[src/rtl/fetch_pkg.sv]
// Shared definitions for the instruction fetch controller: state encoding,
// datapath widths, the sequential PC step and word-alignment helper.
package fetch_pkg;

    localparam int          INSTR_W = 32;
    localparam int          PC_W    = 32;
    localparam logic [31:0] PC_INC  = 32'd4;

    // FSM state encoding, kept as plain constants for legacy tools
    typedef logic [1:0] state_t;
    localparam state_t ST_REQ   = 2'd0;  // request outstanding to imem
    localparam state_t ST_HOLD  = 2'd1;  // instruction held for decode
    localparam state_t ST_DRAIN = 2'd2;  // wait out a request made stale by a redirect

    // Force a byte address onto a word boundary
    function automatic logic [PC_W-1:0] align_word(input logic [PC_W-1:0] addr);
        return {addr[PC_W-1:2], 2'b00};
    endfunction

endpackage

[src/rtl/fetch_next_pc.sv]
// Combinational next-PC select: exception vector beats redirect target,
// which beats the sequential pc+4. Redirect targets are word aligned here.
module fetch_next_pc
    import fetch_pkg::*;
#(
    parameter logic [31:0] EXC_VECTOR = 32'h0000_0180
) (
    input  logic [PC_W-1:0] pc,
    input  logic            redirect_valid,
    input  logic [PC_W-1:0] redirect_target,
    input  logic            exc_valid,
    output logic            flush,
    output logic [PC_W-1:0] next_pc
);

    // Priority select of the next PC; the 32-bit add wraps naturally
    always_comb begin
        flush   = exc_valid | redirect_valid;
        next_pc = pc + PC_INC;
        if (exc_valid) begin
            next_pc = align_word(EXC_VECTOR);
        end else if (redirect_valid) begin
            next_pc = align_word(redirect_target);
        end
    end

endmodule

[src/rtl/fetch_ctrl.sv]
// Instruction fetch controller: issues one word request at a time, hands the
// fetched word to decode, and steers fetch on branches and exceptions.
module fetch_ctrl
    import fetch_pkg::*;
#(
    parameter logic [31:0] RESET_VECTOR = 32'h0000_0000,
    parameter logic [31:0] EXC_VECTOR   = 32'h0000_0180
) (
    input  logic               clk,
    input  logic               rst_n,
    output logic               imem_req,
    output logic [PC_W-1:0]    imem_addr,
    input  logic               imem_ack,
    input  logic [INSTR_W-1:0] imem_rdata,
    output logic               if_valid,
    output logic [INSTR_W-1:0] if_instr,
    output logic [PC_W-1:0]    if_pc,
    input  logic               if_ready,
    input  logic               redirect_valid,
    input  logic [PC_W-1:0]    redirect_target,
    input  logic               exc_valid,
    output logic [PC_W-1:0]    pc_out
);

    state_t          state;
    logic [PC_W-1:0] pc;
    logic [PC_W-1:0] fetch_addr;
    logic            flush;
    logic [PC_W-1:0] next_pc;

    fetch_next_pc #(
        .EXC_VECTOR (EXC_VECTOR)
    ) u_next_pc (
        .pc              (pc),
        .redirect_valid  (redirect_valid),
        .redirect_target (redirect_target),
        .exc_valid       (exc_valid),
        .flush           (flush),
        .next_pc         (next_pc)
    );

    // Request is held in REQ and DRAIN; address only moves when no request is live
    always_comb begin
        imem_req  = (state != ST_HOLD);
        imem_addr = fetch_addr;
    end

    assign pc_out = pc;

    // FSM, PC registers and decode output register
    // NOTE: every register here uses <= so all of them sample pre-edge values;
    // the if_* datapath is reset too, since decode may observe it during reset.
    always_ff @(posedge clk or negedge rst_n) begin
        if (!rst_n) begin
            state      <= ST_REQ;
            pc         <= RESET_VECTOR;
            fetch_addr <= RESET_VECTOR;
            if_valid   <= 1'b0;
            if_instr   <= '0;
            if_pc      <= '0;
        end else begin
            case (state)
                ST_REQ: begin
                    if (flush) begin
                        // Request must stay up until acked; only pc moves now
                        pc <= next_pc;
                        if (imem_ack) begin
                            fetch_addr <= next_pc;
                            state      <= ST_REQ;
                        end else begin
                            state      <= ST_DRAIN;
                        end
                    end else if (imem_ack) begin
                        if_instr <= imem_rdata;
                        if_pc    <= fetch_addr;
                        if_valid <= 1'b1;
                        pc       <= next_pc;
                        state    <= ST_HOLD;
                    end
                end
                ST_HOLD: begin
                    if (flush) begin
                        // Flush beats a same-cycle decode accept
                        if_valid   <= 1'b0;
                        pc         <= next_pc;
                        fetch_addr <= next_pc;
                        state      <= ST_REQ;
                    end else if (if_valid && if_ready) begin
                        if_valid   <= 1'b0;
                        fetch_addr <= pc;
                        state      <= ST_REQ;
                    end
                end
                ST_DRAIN: begin
                    // Later redirects overwrite pc; the stale word is dropped on ack
                    if (flush) begin
                        pc <= next_pc;
                    end
                    if (imem_ack) begin
                        fetch_addr <= flush ? next_pc : pc;
                        state      <= ST_REQ;
                    end
                end
                default: begin
                    state <= ST_REQ;
                end
            endcase
        end
    end

endmodule
[config.mk]
export PLATFORM = sky130hd
export DESIGN_NAME = fetch_ctrl
export DESIGN_NICKNAME = d
export VERILOG_FILES = /design/src/rtl/fetch_pkg.sv /design/src/rtl/fetch_next_pc.sv /design/src/rtl/fetch_ctrl.sv
export SDC_FILE = /design/constraint.sdc
export NUM_CORES = 1
export LEC_CHECK = 0
export CORE_UTILIZATION = 49
export CTS_BUF_LIST = sky130_fd_sc_hd__clkbuf_4
export DETAILED_ROUTE_END_ITERATION = 10
export DONT_BUFFER_PORTS = 1
export PLACE_DENSITY = 0.66
export SLEW_MARGIN = 25
export SYNTH_ARGS = -nofsm -noshare
export SYNTH_HDL_FRONTEND = slang
export SYNTH_SLANG_ARGS = --single-unit
[constraint.sdc]
create_clock -name clk -period 2.55 [get_ports clk]
set_input_delay 0.51 -clock clk [delete_from_list [all_inputs] [get_ports clk]]
set_output_delay 0.51 -clock clk [all_outputs]
set_load 0.005 [all_outputs]
Yosys cells after proc, flatten, opt, wreduce, memory -nomap -nowiden
Index checks and enable logic that the tools add are counted.

Add/sub/neg operators: 1. Equality and inequality tests: 9. Multiplexer cells: 23. Bitwise logic cells: 2. Reductions and logical operators: 11.

Operator list (count): 2-to-1 mux 32 bit (9); case mux 32 bit (3 select lines) (1); case mux 32 bit (2 select lines) (1); adder 32 x 3 -> 32 bit, second input constant (1); 2-to-1 mux 2 bit (6); != test 2 bit, second input constant (4); != test 3 bit, second input constant (2); case mux 2 bit (3 select lines) (1); AND reduction 3 bit (2); AND reduction 5 bit (1); 2-to-1 mux 1 bit (4); AND reduction 4 bit (1); nonzero test 2 bit (2); nonzero test 3 bit (1); equality test 2 x 1 -> 1 bit, second input constant (1); equality test 2 bit, second input constant (1); logical NOT 2 bit (1); != test 2 x 1 -> 1 bit, second input constant (1); case mux 1 bit (2 select lines) (1); AND reduction 2 bit (1); OR reduction 2 bit (1); logical AND 1 bit (1); inverter 1 bit (1); bitwise OR 1 bit (1).

Flip-flop bits (word level): 131. Input bits: 70. Output and inout port bits: 130. Logic and storage cells: 52.

Depth between registers and ports, before layout
Depth after elaboration: 6. Depth in mapped cells: 9. Gate-level depth less buffers: 7.

Cells and area by module
From an unflattened synthesis, not the netlist that was laid out.

Cells, all modules: 553. Area, all modules: 6389.9 µm².

By module, submodules not included: fetch_ctrl (instances 1, cells an instance 371, area an instance 5255.0 µm², seq. area each 3278.1 µm²); fetch_next_pc (instances 1, cells an instance 182, area an instance 1134.8 µm², seq. area each 0.0 µm²).

Worst setup path before layout
OpenSTA, ideal clock, no wires.

Path type: register -> register. Start: reg state[0]. End: reg fetch_addr[25] (netlist: imem_addr[25]). Library setup time: 0.110 ns. Arrival: 2.313 ns. Data required time: 2.440 ns. Path slack: 0.127 ns. Stages on the path, launching flop included: 10. Buffers on the path: 2. Period minus slack after synthesis: 2.423 ns. Path through: dfrtp_1 inv_1 ha_1 buf_6 nand3b_4 or2_1 dlymetal6s2s_1 nor4_1 mux2_2 o41ai_1.

Cells in the longest elaborated chain, start to end: 3. Elaborated cells on any way between the ends: 10. Those cells by class: 6 x eq/ne; 1 x mux; 3 x reduce/logical.

Ends and longest elaborated chain: start, declared (RTL line fetch_ctrl.sv:25) `state_t state;`; start signal, assigned (RTL line fetch_ctrl.sv:55) `state <= ST_REQ;`; start signal, assigned (RTL line fetch_ctrl.sv:69) `state <= ST_REQ;`; start signal, assigned (RTL line fetch_ctrl.sv:71) `state <= ST_DRAIN;`; equality test 2 x 1 -> 1 bit (tied with other cells) (RTL line fetch_ctrl.sv:62) `case (state)`; != test 3 bit (no source line) (tied with other cells); AND reduction 5 bit (no source line); end signal, assigned (RTL line fetch_ctrl.sv:68) `fetch_addr <= next_pc;`; end signal, assigned (RTL line fetch_ctrl.sv:86) `fetch_addr <= next_pc;`; end signal, assigned (RTL line fetch_ctrl.sv:90) `fetch_addr <= pc;`; end, declared (RTL line fetch_ctrl.sv:27) `logic [PC_W-1:0] fetch_addr;`.

Several ways; a longest one is shown, not always the timed one. A chain may end at the register's enable or synchronous reset.

Final worst setup path
Start: reg state[0]. End: reg fetch_addr[20] (netlist: imem_addr[20]).

The elaborated chain is that of the path after synthesis.

==> results.toml <==
[outcome]
status = "finished, violations left"
violations = "negative hold slack"

[grt]
groute.usage.overall = 0.238
met2_usage = 0.376
antenna_found_initial = 1
busiest_layer = "met2"
met3_usage = 0.0821
grt_max_degree = 132
grt_pass1_vias = 4531
globalRouteOverflowTotal = 0
grt_pass1_wl_mm = 23.6
grt_use_met1 = 0.292

[critical_path]
required_ns = 2.97
critical_path.endpoint_type = "flop"
cpMaxStageDelayCell = "dfrtp_1"
cp_num_buf_inv = 3
start_kind = "flop"
slowest_delay_ns = 0.41
critPathMaxFanout = 9
r2r_start = "state[0]"
crit_top_cell = "buf_4"
crit_chain = "inv_1, ha_1, buf_4, or2_2, buf_4, o31a_1, o311ai_1, o21ai_1"
cp.arrival_ns = 2.85
cp.depth = 8
r2r-end = "imem_addr[20]"
crit_type = "reg -> reg"
path_delay_family = "compound AO/OA/AOI/OAI gates"
timing.reg2reg.setup_slack_ns = 0.11
reg2reg_depth = 8

[floorplan]
die_area_mm2 = 0.0131
initial_core_util = 0.509
rows = 40
io_pins = 200
core_mm2 = 0.0122
die_h_um = 115
chipWidth_um = 115

[drt]
dr.pass1.iters = 4
totalWireLength_mm = 15.1
drcViolationCount = 0
drt-wirelength-per-cell_um = 20.0
drtIter0Drc = 320
antenna_left = 0
vias = 4515
viasPerCell = 5.99

[logic_synthesis]
synth_edf_count = 0
synth_seq_cells = 131
synth_largest_area_cell = "dfrtp_1"
ys_seq_area_frac = 0.527
yosys.area.top_type_share = 0.527
avgSynthCellArea_um2 = 11.1
syn_area_mm2 = 0.00622
syn-num-nets = 634
netlist_top_cells_area = "dfrtp_1, mux2_2, nand2_1"
yosysUniqueCellTypes = 64
ys.flop_type = "dfrtp_1"
ys_async_sr_fraction = 1.00
yosys_warnings = 0
syn_inst = 560

[sta]
rsz0062_at_grt = "false"
hold_slack_ns = -0.343
fmax_mhz = 410
setup_tns_ns = 0
finalHoldViolations = 131
fin_ws_ns = 0.111
final.min_clock_period_ns = 2.44
setup_viol = 0
slew_headroom = 0.623
worst_clock_skew_ns = 0.0147
slew_viol_final = 0
tightest_slew_ns = 0.552
final.period_utilization = 0.956

[clocking]
cts_tree = "done"
cts-root-buf = "clkbuf_4"
clockBufferDepth = 2
clkTransAtPathRegs_ns = 0.12
cts_htree_levels = 4
clk_latency_ns = 0.54
cts-buffers-inserted = 17
clock_sinks = 131
cts_setup_buffers = 0

[final_layout]
finalNetCount = 646
drive_above_1_share = 0.262
syn_to_final_growth_pct = 9.52
final_cell_count_no_fill = 754

[place]
port_buffers = 0
gp_congestion = 0.811
placed_cells = 720
hpwlAfterDp_mm = 10.7
dpl_worst_slack_ns = 0.127

[pwr]
leakage_nw = 2.90
total_power_mw = 6.58
ir_drop_uv = 458
powerDensity_mw_per_mm2 = 965

[hold_path]
hp-class = "in -> async"

[flow_run]
drv_cap = 0
==> cell usage after synthesis, drive strengths merged (3+ instances only) <==
cell	number
o311ai	5
nor4b	3
nand2	67
nor2b	5
o211ai	4
o41ai	14
dfrtp	131
o31ai	5
xnor2	6
nand4	6
buf	16
a21oi	9
or4	3
o22ai	3
o31a	5
o21ai	37
nor4	12
nand2b	7
nand3	9
nor3	13
clkbuf	18
and3	3
inv	13
ha	4
mux2	83
or3	3
a31oi	4
o21a	6
xor2	4
nor2	35
==> through the flow <==
step / cell area [µm²] / hold WS, ns / utilization
CTS: 6790 / -0.401 / 0.556
global placement: 6470 / 0.217 / 0.530
finish: 6810 / -0.343 / 0.558
global route: 6810 / -0.416 / 0.558
floorplan: 6220 / 0.214 / -
detailed placement: 6470 / 0.217 / 0.530
==> cell usage in the layout, fill, tap and decap left out, types with 4 or more instances in the layout <==
| master | instances |
|---|---|
| dfrtp_1 | 131 |
| mux2_2 | 82 |
| nand2_1 | 67 |
| nor2_1 | 34 |
| o21ai_0 | 27 |
| buf_4 | 25 |
| clkbuf_4 | 18 |
| o41ai_1 | 14 |
| inv_1 | 13 |
| nor3_1 | 11 |
| nor4_1 | 11 |
| o21ai_1 | 10 |
| a21oi_1 | 9 |
| nand3_1 | 7 |
| nand2b_1 | 7 |
| o21a_1 | 6 |
| xnor2_1 | 6 |
| clkinv_1 | 5 |
| nor2b_1 | 5 |
| nand4_1 | 5 |
| o31a_1 | 5 |
| a31oi_1 | 4 |
| o211ai_1 | 4 |
| o31ai_1 | 4 |
| xor2_1 | 4 |
| ha_1 | 4 |
| bufinv_16 | 4 |
==> flip-flops by register name, indices dropped and copies added (netlist names) <==
register / count
if_instr: 32
if_pc: 32
if_valid: 1
imem_addr: 32
pc_out: 32
state: 2
==> worst max-delay path by stage <==
stage / startpoint / to / slack [ns]
finish: state[0] / imem_addr[20] / 0.11
global route: state[0] / imem_addr[27] / 0.004
CTS: state[0] / pc_out[17] / 0.09
detailed placement: state[0] / pc_out[17] / 0.13
global placement: state[0] / imem_addr[20] / 0.17
floorplan: state[0] / imem_addr[25] / 0.13
==> metal layers <==
| layer | up-vias | wire, µm |
|---|---|---|
| met2 | 200 | 7260 |
| met1 | 2228 | 6110 |
| met5 | - | 0 |
| met4 | 0 | 361 |
| met3 | 29 | 1350 |
| li1 | 2058 | - |
==> logic make-up (layout without fill, tap and decap cells) <==
| family | Yosys count | count (layout) | synth area share |
|---|---|---|---|
| AOI/OAI and AO/OA | 107 | 107 | 0.118 |
| xor gates and xnor gates | 10 | 10 | 0.0141 |
| adders and majority gates | 4 | 4 | 0.00805 |
| buffers and inverters | 50 | 75 | 0.0414 |
| DFF | 131 | 131 | 0.527 |
| muxes | 85 | 85 | 0.154 |
| other | 0 | 1 | 0 |
| and+or+nand+nor | 173 | 173 | 0.138 |
==> layout make-up <==
cell class | count | area [µm²]
Antenna cell | 1 | 2.50
Tap cell | 168 | 210
Fill cell | 1097 | 5400
Multi-Input combinational cell | 379 | 2710
Timing Repair Buffer | 28 | 238
Clock inverter | 14 | 183
Inverter | 15 | 56.3
Clock buffer | 18 | 135
Sequential cell | 131 | 3280
==> power by group <==
part	switching, mW	total [mW]	internal [mW]
Clock	0.770	1.55	0.784
Sequential	0.730	3.52	2.79
Combinational	0.715	1.50	0.788
==> timing repair <==
action                                  CTS  global route
gates resized for setup                   0             2
endpoints found under the hold margin   131           134
endpoints found under the setup margin    0             2
Power figures use the tool's default switching activity.
==> variant (same flow settings) <==
Set the package constant `PC_W` to 16 (it was 32).
--- a/src/rtl/fetch_pkg.sv
+++ b/src/rtl/fetch_pkg.sv
@@ -3,7 +3,7 @@
 package fetch_pkg;
 
     localparam int          INSTR_W = 32;
-    localparam int          PC_W    = 32;
+    localparam int          PC_W    = 16;
     localparam logic [31:0] PC_INC  = 32'd4;
 
     // FSM state encoding, kept as plain constants for legacy tools
Ports: changed (resized if_pc, imem_addr, pc_out and redirect_target); port bits go from 200 to 136. No check against the original RTL was run, so the function may have changed too.
==> variant against the unedited design <==
Wire length fell by 50%; combinational power decreased by 30%; power decreased by 37%; sequential cell count down 48; clock skew about the same; design area shrank 40%; cell count is 44% lower; synthesized cell count decreased by 44%; synthesized area down 39%; worst setup slack improved by 250 ps; die area shrank 39%; critical path depth unchanged; fmax rose by 11%; critical path type unchanged; largest power group unchanged; highest routed layer unchanged.
==> variant: results (changes against the unedited design) <==
* Status: completed (was finished with violations)
* Register area at 2080 um^2 (was 3280 um^2)
* Non-Clock Buffer Count at 7 (was 28)
* Post-detail-place hpwl at 5.22 mm (was 10.7 mm)
* Largest cell class: registers (unchanged)
* Worst skew pair latency at 430 ps (was 540 ps)
* Hold crit path type: input port to flip-flop (was input port to async pin)
* Initial antenna violation count at 0 (was 1)
* Mapped Area at 3770 um^2 (was 6220 um^2)
* # diodes at 0 (was 1)
* First-pass GRT wire length at 12.3 mm (was 23.6 mm)
* Logic inverters at 9 (was 15)
* Hold Slack at 156 ps (was -343 ps)
* Synth unique cells at 48 (was 64)
* Pleak at 1.70 nW (was 2.90 nW)
* Critical Path Slowest Stage Cell: a2111oi_0 (was dfrtp_1)
* XOR/XNOR Fraction of Synth Area at 1.63% (was 1.41%)
* NonClk Buf Share at 2.16% (was 3.49%)
* Number of DRC markers in iteration 0 at 76 (was 320)
* Multi-input logic area at 1590 um^2 (was 2710 um^2)
* Placed Cells incl. Taps at 401 (was 720)
* Post-synth top cells: dfrtp_1, mux2_2, nand2_1 (unchanged)
* Crit-path max cell delay at 570 ps (was 410 ps)
* CTS Sinks at 83 (was 131)
* Fin cells at 419 (was 754)
* Area post-placement at 3870 um^2 (was 6470 um^2)
* Post-Synthesis Cells at 312 (was 560)
* Seq/Total Area, Yosys at 55.1% (was 52.7%)
* Sw Pwr at 1.41 mW (was 2.22 mW)
* CP Max Fanout at 15 (was 9)
* Nets at 373 (was 646)
* Worst Skew at 14.2 ps (was 14.7 ps)
* Synth top area cells: dfrtp_1, mux2_2, nand2_1, o21ai_0, xnor2_1 (was dfrtp_1, mux2_2, nand2_1, o21ai_0, nor2_1)
* Layout cell share with drive strength beyond 1 at 29.4% (was 26.2%)
* Routability cong. at 0.789 (was 0.811)
* Vias per inst at 5.62 (was 5.99)
* H-tree Lvls at 3 (was 4)
* Layout filler cell count at 625 (was 1097)
* Adder-cell share of the synthesized area at 1.33% (was 0.805%)
* Place WS at 490 ps (was 127 ps)
* Worst Max-Slew Pin Slew at 630 ps (was 552 ps)
* Sequential group power at 2.32 mW (was 3.52 mW)
* Largest net degree at the start of global routing at 84 (was 132)
* Layout clock area frac at 3.58% (was 4.67%)
* R2R Setup Slk at 360 ps (was 110 ps)
* Num CTS Buffers at 9 (was 17)
* Vias in the first global route at 2494 (was 4531)
* Clock Power Share at 18.6% (was 23.6%)
variant: kinds of logic (layout without fill, tap and decap cells):
kind of cell	Yosys count	in the layout
buffers and inverters	24	32
DFF	83	83
adders and majority gates	4	4
muxes	68	68
xor gates and xnor gates	7	7
and+or+nand+nor	72	72
AOI/OAI and AO/OA	54	54
variant: layer usage:
| layer | vias to the layer above | wire, um | track usage, % | share of wire, % |
|---|---|---|---|---|
| li1 | 1117 | - | - | - |
| met1 | 1137 | 3260 | 23.8 | 43 |
| met2 | 90 | 3510 | 31.1 | 47 |
| met3 | 10 | 615 | 7.11 | 8.2 |
| met4 | 0 | 116 | 8.88 | 1.5 |
| met5 | - | 0 | 0 | 0 |
variant: worst max path at each step:
stage	endpoint	slack, ps	from	cells past startpoint
floorplan	imem_addr[12]	630	redirect_valid	6
global placement	imem_addr[6]	510	state[0]	8
detailed placement	pc_out[6]	490	state[0]	8
CTS	pc_out[6]	380	state[0]	8
global route	imem_addr[6]	200	state[1]	8
finish	imem_addr[6]	360	state[1]	8
